--- config.mk ---
export PLATFORM = sky130hd
export DESIGN_NAME = id_exe_skid_reg
export DESIGN_NICKNAME = d
export VERILOG_FILES = /design/src/rtl/id_exe_pkg.sv /design/src/rtl/id_exe_slot.sv /design/src/rtl/id_exe_skid_reg.sv
export SDC_FILE = /design/constraint.sdc
export NUM_CORES = 1
export LEC_CHECK = 0
export ABC_AREA = 1
export CAP_MARGIN = 5
export CORE_UTILIZATION = 50
export DETAILED_ROUTE_END_ITERATION = 8
export PLACE_DENSITY_LB_ADDON = 0.1
export SLEW_MARGIN = 25
export SYNTH_ARGS = -nofsm -noshare
export SYNTH_HDL_FRONTEND = slang
export SYNTH_SLANG_ARGS = --single-unit
--- constraint.sdc ---
create_clock -name clk -period 1.6 [get_ports clk]
set_input_delay 0.48 -clock clk [delete_from_list [all_inputs] [get_ports clk]]
set_output_delay 0.48 -clock clk [all_outputs]
set_load 0.02 [all_outputs]
--- src/rtl/id_exe_pkg.sv ---
// Shared widths, control-bit positions and payload layout for the ID/EXE skid register.
package id_exe_pkg;

  localparam int XLEN_DEF    = 32;
  localparam int REG_W_DEF   = 4;
  localparam int CMD_W_DEF   = 4;
  localparam int SHIFT_W_DEF = 12;
  localparam int IMM_W_DEF   = 24;

  localparam int CTRL_W   = 7;
  localparam int CTRL_WB  = 6;
  localparam int CTRL_MR  = 5;
  localparam int CTRL_MW  = 4;
  localparam int CTRL_B   = 3;
  localparam int CTRL_S   = 2;
  localparam int CTRL_IMM = 1;
  localparam int CTRL_C   = 0;

  typedef struct packed {
    logic [CTRL_W-1:0]      ctrl;
    logic [XLEN_DEF-1:0]    pc;
    logic [XLEN_DEF-1:0]    rn;
    logic [XLEN_DEF-1:0]    rm;
    logic [REG_W_DEF-1:0]   dest;
    logic [CMD_W_DEF-1:0]   cmd;
    logic [SHIFT_W_DEF-1:0] shift;
    logic [IMM_W_DEF-1:0]   imm;
  } payload_t;

  function automatic int payload_w(input int xlen, input int reg_w, input int cmd_w,
                                   input int shift_w, input int imm_w);
    return CTRL_W + 3 * xlen + reg_w + cmd_w + shift_w + imm_w;
  endfunction

endpackage

--- src/rtl/id_exe_slot.sv ---
// One pipeline entry: a payload vector plus its valid bit.
module id_exe_slot
  import id_exe_pkg::*;
#(
  parameter int W = 8
) (
  input  logic         clk,
  input  logic         rst,
  input  logic         load,
  input  logic         clear,
  input  logic [W-1:0] load_data,
  output logic         valid,
  output logic [W-1:0] data
);

  logic         valid_q, valid_d;
  logic [W-1:0] data_q, data_d;

  // Clearing only drops the valid bit so the payload keeps its last value.
  always_comb begin
    valid_d = valid_q;
    data_d  = data_q;
    if (load) begin
      valid_d = 1'b1;
      data_d  = load_data;
    end else if (clear) begin
      valid_d = 1'b0;
    end
  end

  always_ff @(posedge clk or negedge rst) begin
    if (!rst) begin
      valid_q <= 1'b0;
      data_q  <= '0;
    end else begin
      valid_q <= valid_d;
      data_q  <= data_d;
    end
  end

  assign valid = valid_q;
  assign data  = data_q;

endmodule

--- src/rtl/id_exe_skid_reg.sv ---
// ID->EXE pipeline register with a skid entry so up_ready is a pure flop output.
// Define ID_EXE_PERF_CNT_EN to build the saturating stall/bubble counters.
module id_exe_skid_reg
  import id_exe_pkg::*;
#(
  parameter int XLEN    = XLEN_DEF,
  parameter int REG_W   = REG_W_DEF,
  parameter int CMD_W   = CMD_W_DEF,
  parameter int SHIFT_W = SHIFT_W_DEF,
  parameter int IMM_W   = IMM_W_DEF
) (
  input  logic               clk,
  input  logic               rst,
  input  logic               flush,
  input  logic               up_valid,
  output logic               up_ready,
  input  logic [CTRL_W-1:0]  ctrl_in,
  input  logic [XLEN-1:0]    pc_in,
  input  logic [XLEN-1:0]    val_rn_in,
  input  logic [XLEN-1:0]    val_rm_in,
  input  logic [REG_W-1:0]   dest_in,
  input  logic [CMD_W-1:0]   exe_cmd_in,
  input  logic [SHIFT_W-1:0] shift_operand_in,
  input  logic [IMM_W-1:0]   signed_imm_in,
  output logic               dn_valid,
  input  logic               dn_ready,
  output logic [CTRL_W-1:0]  ctrl_out,
  output logic [XLEN-1:0]    pc_out,
  output logic [XLEN-1:0]    val_rn_out,
  output logic [XLEN-1:0]    val_rm_out,
  output logic [REG_W-1:0]   dest_out,
  output logic [CMD_W-1:0]   exe_cmd_out,
  output logic [SHIFT_W-1:0] shift_operand_out,
  output logic [IMM_W-1:0]   signed_imm_out,
  output logic [31:0]        stall_cnt,
  output logic [31:0]        bubble_cnt
);

  localparam int PW = payload_w(XLEN, REG_W, CMD_W, SHIFT_W, IMM_W);

  logic [PW-1:0]     in_pay, main_pay, skid_pay, main_load_data;
  logic [CTRL_W-1:0] main_ctrl;
  logic              main_valid, skid_valid;
  logic              accept, consume;
  logic              main_load, main_clear, main_src_skid;
  logic              skid_load, skid_clear;

  assign in_pay = {ctrl_in, pc_in, val_rn_in, val_rm_in, dest_in,
                   exe_cmd_in, shift_operand_in, signed_imm_in};

  assign up_ready = !skid_valid;
  assign dn_valid = main_valid;
  assign accept   = up_valid && up_ready;
  assign consume  = main_valid && dn_ready;

  // Flush wins; otherwise skid refills main first, then the incoming beat goes wherever there is room.
  always_comb begin
    main_load     = 1'b0;
    main_clear    = 1'b0;
    main_src_skid = 1'b0;
    skid_load     = 1'b0;
    skid_clear    = 1'b0;
    if (flush) begin
      main_clear = 1'b1;
      skid_clear = 1'b1;
    end else begin
      if (consume && skid_valid) begin
        main_load     = 1'b1;
        main_src_skid = 1'b1;
        skid_clear    = 1'b1;
      end else if (accept && (!main_valid || consume)) begin
        main_load = 1'b1;
      end else if (consume) begin
        main_clear = 1'b1;
      end
      if (accept && main_valid && !consume) begin
        skid_load = 1'b1;
      end
    end
  end

  assign main_load_data = main_src_skid ? skid_pay : in_pay;

  id_exe_slot #(.W(PW)) u_main (
    .clk       (clk),
    .rst       (rst),
    .load      (main_load),
    .clear     (main_clear),
    .load_data (main_load_data),
    .valid     (main_valid),
    .data      (main_pay)
  );

  id_exe_slot #(.W(PW)) u_skid (
    .clk       (clk),
    .rst       (rst),
    .load      (skid_load),
    .clear     (skid_clear),
    .load_data (in_pay),
    .valid     (skid_valid),
    .data      (skid_pay)
  );

  assign {main_ctrl, pc_out, val_rn_out, val_rm_out, dest_out,
          exe_cmd_out, shift_operand_out, signed_imm_out} = main_pay;

  // Bubbles must never write, store or branch, so control is gated by valid.
  assign ctrl_out = main_valid ? main_ctrl : '0;

`ifdef ID_EXE_PERF_CNT_EN
  logic [31:0] stall_cnt_q, stall_cnt_d;
  logic [31:0] bubble_cnt_q, bubble_cnt_d;

  always_comb begin
    stall_cnt_d  = stall_cnt_q;
    bubble_cnt_d = bubble_cnt_q;
    if (main_valid && !dn_ready && (stall_cnt_q != 32'hFFFF_FFFF)) begin
      stall_cnt_d = stall_cnt_q + 32'd1;
    end
    if (!main_valid && (bubble_cnt_q != 32'hFFFF_FFFF)) begin
      bubble_cnt_d = bubble_cnt_q + 32'd1;
    end
  end

  always_ff @(posedge clk or negedge rst) begin
    if (!rst) begin
      stall_cnt_q  <= '0;
      bubble_cnt_q <= '0;
    end else begin
      stall_cnt_q  <= stall_cnt_d;
      bubble_cnt_q <= bubble_cnt_d;
    end
  end

  assign stall_cnt  = stall_cnt_q;
  assign bubble_cnt = bubble_cnt_q;
`else
  assign stall_cnt  = '0;
  assign bubble_cnt = '0;
`endif

endmodule
---- Word-level counts from Yosys, hierarchy flattened ----
Cells that the tools add are included.
storage, ports and cells
  memories ................................ 0
  register bits after elaboration ......... 296
  word-level logic and storage cells ...... 34
  bits in writable memories ............... 0
  memory bits (read-only) ................. 0
  output and inout port bits .............. 213
  latch bits .............................. 0
  input port bits ......................... 152
operators by class
  muxes and demuxes ....................... 18
  divide/modulo/power cells ............... 0
  add/subtract/negate cells ............... 0
  equal/unequal tests ..................... 0
  shifts and indexed selects .............. 0
  reduce and logical (&&, ||, !) cells .... 12
  $mul .................................... 0
  bitwise gates (word level) .............. 0
  magnitude comparators ................... 0
operators by type and width
  cell               count
  $mux 147           1
  $mux 1             16
  $mux 7             1
  $logic_and 1x1->1  6
  $reduce_bool 2->1  2
  $logic_not 1->1    3
  $logic_or 1x1->1   1

---- Longest topological paths before layout ----
  depth after elaboration ................. 8
  gate-level depth with buffers ........... 10
  mapped depth without buffers ............ 7

---- Cells and area by module ----
A second synthesis with hierarchy kept.
second synthesis, totals
  cell total of the unflattened synthesis .. 1,833
  area total of the unflattened synthesis .. 13,746.9 um^2
modules (own cells, without submodules)
  module           area each (um^2)  times used  cells each
  id_exe_slot      5,535.3           2           625
  id_exe_skid_reg  2,676.3           1           583

---- Worst setup path before layout ----
OpenSTA, ideal clock, no wires.
  kind .................................... register to register
  start point ............................. register u_main.valid_q (netlist: u_main.valid)
  end point ............................... register u_main.valid_q (netlist: u_main.valid)
  data arrival time ....................... 1.296 ns
  stages on the path, launching flop included .. 8
  path buffers ............................ 3
  setup slack ............................. 0.175 ns
  data required time ...................... 1.470 ns
  period minus slack after synthesis ...... 1.425 ns
  cell sequence ........................... dfrtp_1 buf_6 nand2_1 nand2_1 nand3_1 buf_2 buf_2 o21ai_0
between the ends
  cells in the longest elaborated chain, start to end .. 7
RTL lines
  what                                                         line                                          source
  start: declaration                                           id_exe_slot.sv:16                             logic valid_q, valid_d;
  start signal: assignment                                     id_exe_slot.sv:36                             valid_q <= valid_d;
  $logic_not 1->1 / $logic_and 1x1->1 (equally long branches)  id_exe_skid_reg.sv:71, id_exe_skid_reg.sv:54
  $logic_or 1x1->1                                             id_exe_skid_reg.sv:71                         end else if (accept && (!main_valid || consume)) begin
  $logic_and 1x1->1                                            id_exe_skid_reg.sv:71
  $mux 1                                                       id_exe_skid_reg.sv:71
  $mux 1                                                       id_exe_skid_reg.sv:67                         if (consume && skid_valid) begin
  $mux 1                                                       id_exe_skid_reg.sv:63                         if (flush) begin
  $mux 1 / $reduce_bool 2->1 (equally long branches)           n/a
Several ways; a longest one is shown, not always the timed one.
A chain may end at the register's enable or synchronous reset.

---- Final worst setup path ----
  start point ............................. register u_main.valid_q (netlist: u_main.valid)
  end point ............................... output port ctrl_out[0]
between the ends
  cells in the longest elaborated chain, start to end .. 1
RTL lines
  what              line                    source
  $mux 7            id_exe_skid_reg.sv:108  assign ctrl_out = main_valid ? main_ctrl : '0;
  end: declaration  id_exe_skid_reg.sv:27   output logic [CTRL_W-1:0] ctrl_out,
No other way between the ends.

==> results_dict.tcl <==
set metrics [dict create \
    status "finished with violations" \
    violations "negative setup slack" \
    cp_slowest_cell "dfrtp_2" \
    synth-simple-area-share_pct 35.8 \
    switching_share_pct 30.4 \
    synthAdderAreaFrac_pct 0 \
    core_sq_um 29700 \
    place_congestion 0.824 \
    grt_use_total_pct 26.7 \
    synth_area_sq_um 15100 \
    cts.sinks 296 \
    synth_top_cell_by_area "dfrtp_1" \
    arrival_ns 1.33 \
    clockRootBuffer "clkbuf_16" \
    grt_pass1_vias 12400 \
    syn_area_per_cell_sq_um 7.61 \
    rsz0062_at_grt "yes" \
    hold_violations 0 \
    whs_ns 0.425 \
    p_seq_share_pct 42.9 \
    fin_ws_ns -0.207 \
    cts_tree "done" \
    combPwrFrac_pct 21.8 \
    crit_type "flop to primary output" \
    worstPathRequired_ns 1.12 \
    holdCritPathClass "input pin to asynchronous set/reset pin" \
    ioPinCount 365 \
    timing.critical_path.max_delay_family "flip-flops" \
    synth_mux_area_share_pct 0 \
    async_reset_ff_share_pct 100 \
    cp-end-kind "primary output" \
    viasPerCell 5.02 \
    synth-edff-count 0 \
    vias 12900 \
    grt_max_degree 69 \
    crit_top_cell "buf_6" \
    drt_iter0_markers 1261 \
    start_util_pct 50.9 \
    yosysUniqueCellTypes 15 \
    die_h_um 176 \
    htreeDepth 2 \
    grt_pass1_wl_um 66100 \
    ir_drop_v 0.000676 \
    place_hpwl_um 26200 \
    crit_fanout 7 \
    ys.flop_type "dfrtp_1" \
    max_freq_ghz 0.553 \
    clkPwrFrac_pct 35.3 \
    net-switching-power_mw 7.29 \
    fin_crit_sh_pct 113 \
    postSynthCellCount 1986 \
    maxCapViolCount 0 \
    synth.most_common_cell "nand2_1" \
    synth_top_family_by_area "simple AND/OR/NAND/NOR gates" \
    synth_common_cells "nand2_1, dfrtp_1, nand3_1" \
    gr-total-overflow 0 \
    clk_path_buf_depth 3 \
    cts_buffers 34 \
    syn2layout_area_growth_pct 25.0 \
    cp_slowest_stage_delay_ns 0.47 \
    cp_cell_sequence "buf_6 -> nand2_4 -> inv_2 -> buf_6" \
    row_count 63 \
    diodes 0 \
    die_x_um 176 \
    ys_warn_count 0 \
    slew_violations 0 \
    setup_viol 65 \
    synth_top_area_share_pct 49.0 \
    clock_skew_ns 0.0154 \
    worst-path-buf-inv 3 \
    dr.pass1.iters 5 \
    p_leak_nw 10.5 \
    power.density_nw_per_um2 1270 \
    antenna_found_initial 0 \
    drive_above_1_share_pct 15.2 \
    layout.nets 2312 \
    synth-seq-cells 296 \
    post_drt_wl_per_cell_um 15.7 \
    period_minus_slack_ns 1.81 \
    start_kind "flop" \
    worstSkewPairLatency_ns 0.51 \
    ys_top_cells_by_area "dfrtp_1, nand2_1, buf_4, nand3_1, buf_2" \
    tns_ns -4.78 \
    drtAntennaViolNets 0 \
    portBuffers 300 \
    drt_drc_violations_left 0 \
    synth.yosys.seq_area_share_pct 49.0 \
    synth_compound_gate_area_share_pct 0.0910 \
    p_int_mw 16.7 \
    dieArea_sq_um 30900 \
    power_mw 24.0 \
    routed_wl_um 40500 \
    clk_pin_slew_ns 0.06 \
    synth_xor_area_share_pct 0 \
]
## kinds of logic (layout without fill, tap and decap cells)
kind of cell,count (synthesis),after routing
buffers and inverters,344,479
AO/OA/AOI/OAI,2,2
AND/OR/NAND/NOR,1343,1343
flip-flops,296,296
other,1,64
## power by group through the flow
stage / sequential [mW] / combinational (mW) / clock, mW
after floorplan: 10.1 / 4.12 / 0
after global placement: 10.3 / 5.72 / 0
after detailed placement: 10.4 / 5.83 / 0
after CTS: 10.3 / 5.28 / 8.59
after global routing: 10.5 / 5.83 / 8.89
final: 10.3 / 5.24 / 8.48
## cells in the final DEF (no fill, tap or decap), types with 2 or more instances in the layout
cell type	instances
buf_12	56
buf_16	2
buf_2	142
buf_4	38
buf_6	14
buf_8	2
bufbuf_16	2
bufinv_16	5
clkbuf_1	4
clkbuf_16	38
clkbuf_8	8
clkdlybuf4s50_1	150
clkinv_2	4
conb_1	64
dfrtp_1	295
inv_1	3
inv_2	6
inv_4	2
nand2_1	1039
nand2_2	2
nand2_4	4
nand3_1	294
nor2_4	2
## routing by layer
metal	up-vias	track usage (%)	part of all wire [%]
met5	-	0	0
met4	0	7.68	2.3
met3	64	5.02	7.5
met2	513	40.9	45
met1	6082	38.4	45
li1	6267	-	-
## through the flow
stage / setup slack [ns] / area [sq um] / cells / util (%)
5_1_grt: -0.245 / 18900 / 2574 / 63.6
4_1_cts: -0.214 / 18800 / 2572 / 63.4
3_5_place_dp: -0.458 / 18100 / 2503 / 60.9
3_3_place_gp: -0.433 / 18100 / 2503 / 60.9
6_report: -0.207 / 18900 / 2574 / 63.6
2_1_floorplan: 0.175 / 15400 / 2049 / -
## final timing paths
| path | start | to | slack (ns) | cells past startpoint |
|---|---|---|---|---|
| max | u_main.valid | ctrl_out[0] | -0.21 | 4 |
| min | rst | u_main.data[39] | 0.42 | 2 |
| max in group asynchronous | rst | u_skid.data[125] | 0.53 | 3 |
| min reg2reg | u_main.data[69] | u_main.data[69] | 0.47 | 2 |
| min in group clk | u_main.data[69] | u_main.data[69] | 0.47 | 2 |
| max reg2reg | u_main.valid | u_main.data[41] | -0.10 | 8 |
## registers in the layout, indices dropped and copies added, names as in the netlist
signal,count
u_main.data,147
u_skid.data,147
u_main.valid,1
u_skid.valid,1
## what timing repair did
item,CTS,global route
pin swaps,2,0
setup endpoints to repair,414,155
hold buffers,1,0
gates resized for setup,637,5
hold endpoints to repair,18,0
cloned,3,1
setup buffers,5,1
## layout make-up
class                      count  area, sq um
clock buffer                  49         1050
clock inverter                11          188
fill                        2579        10800
inverter                      11         46.3
multi-input combinational   1409         5750
sequential                   296         7410
tap                          390          488
timing repair buffer         408         3960
(Power assumes the default switching activity.)
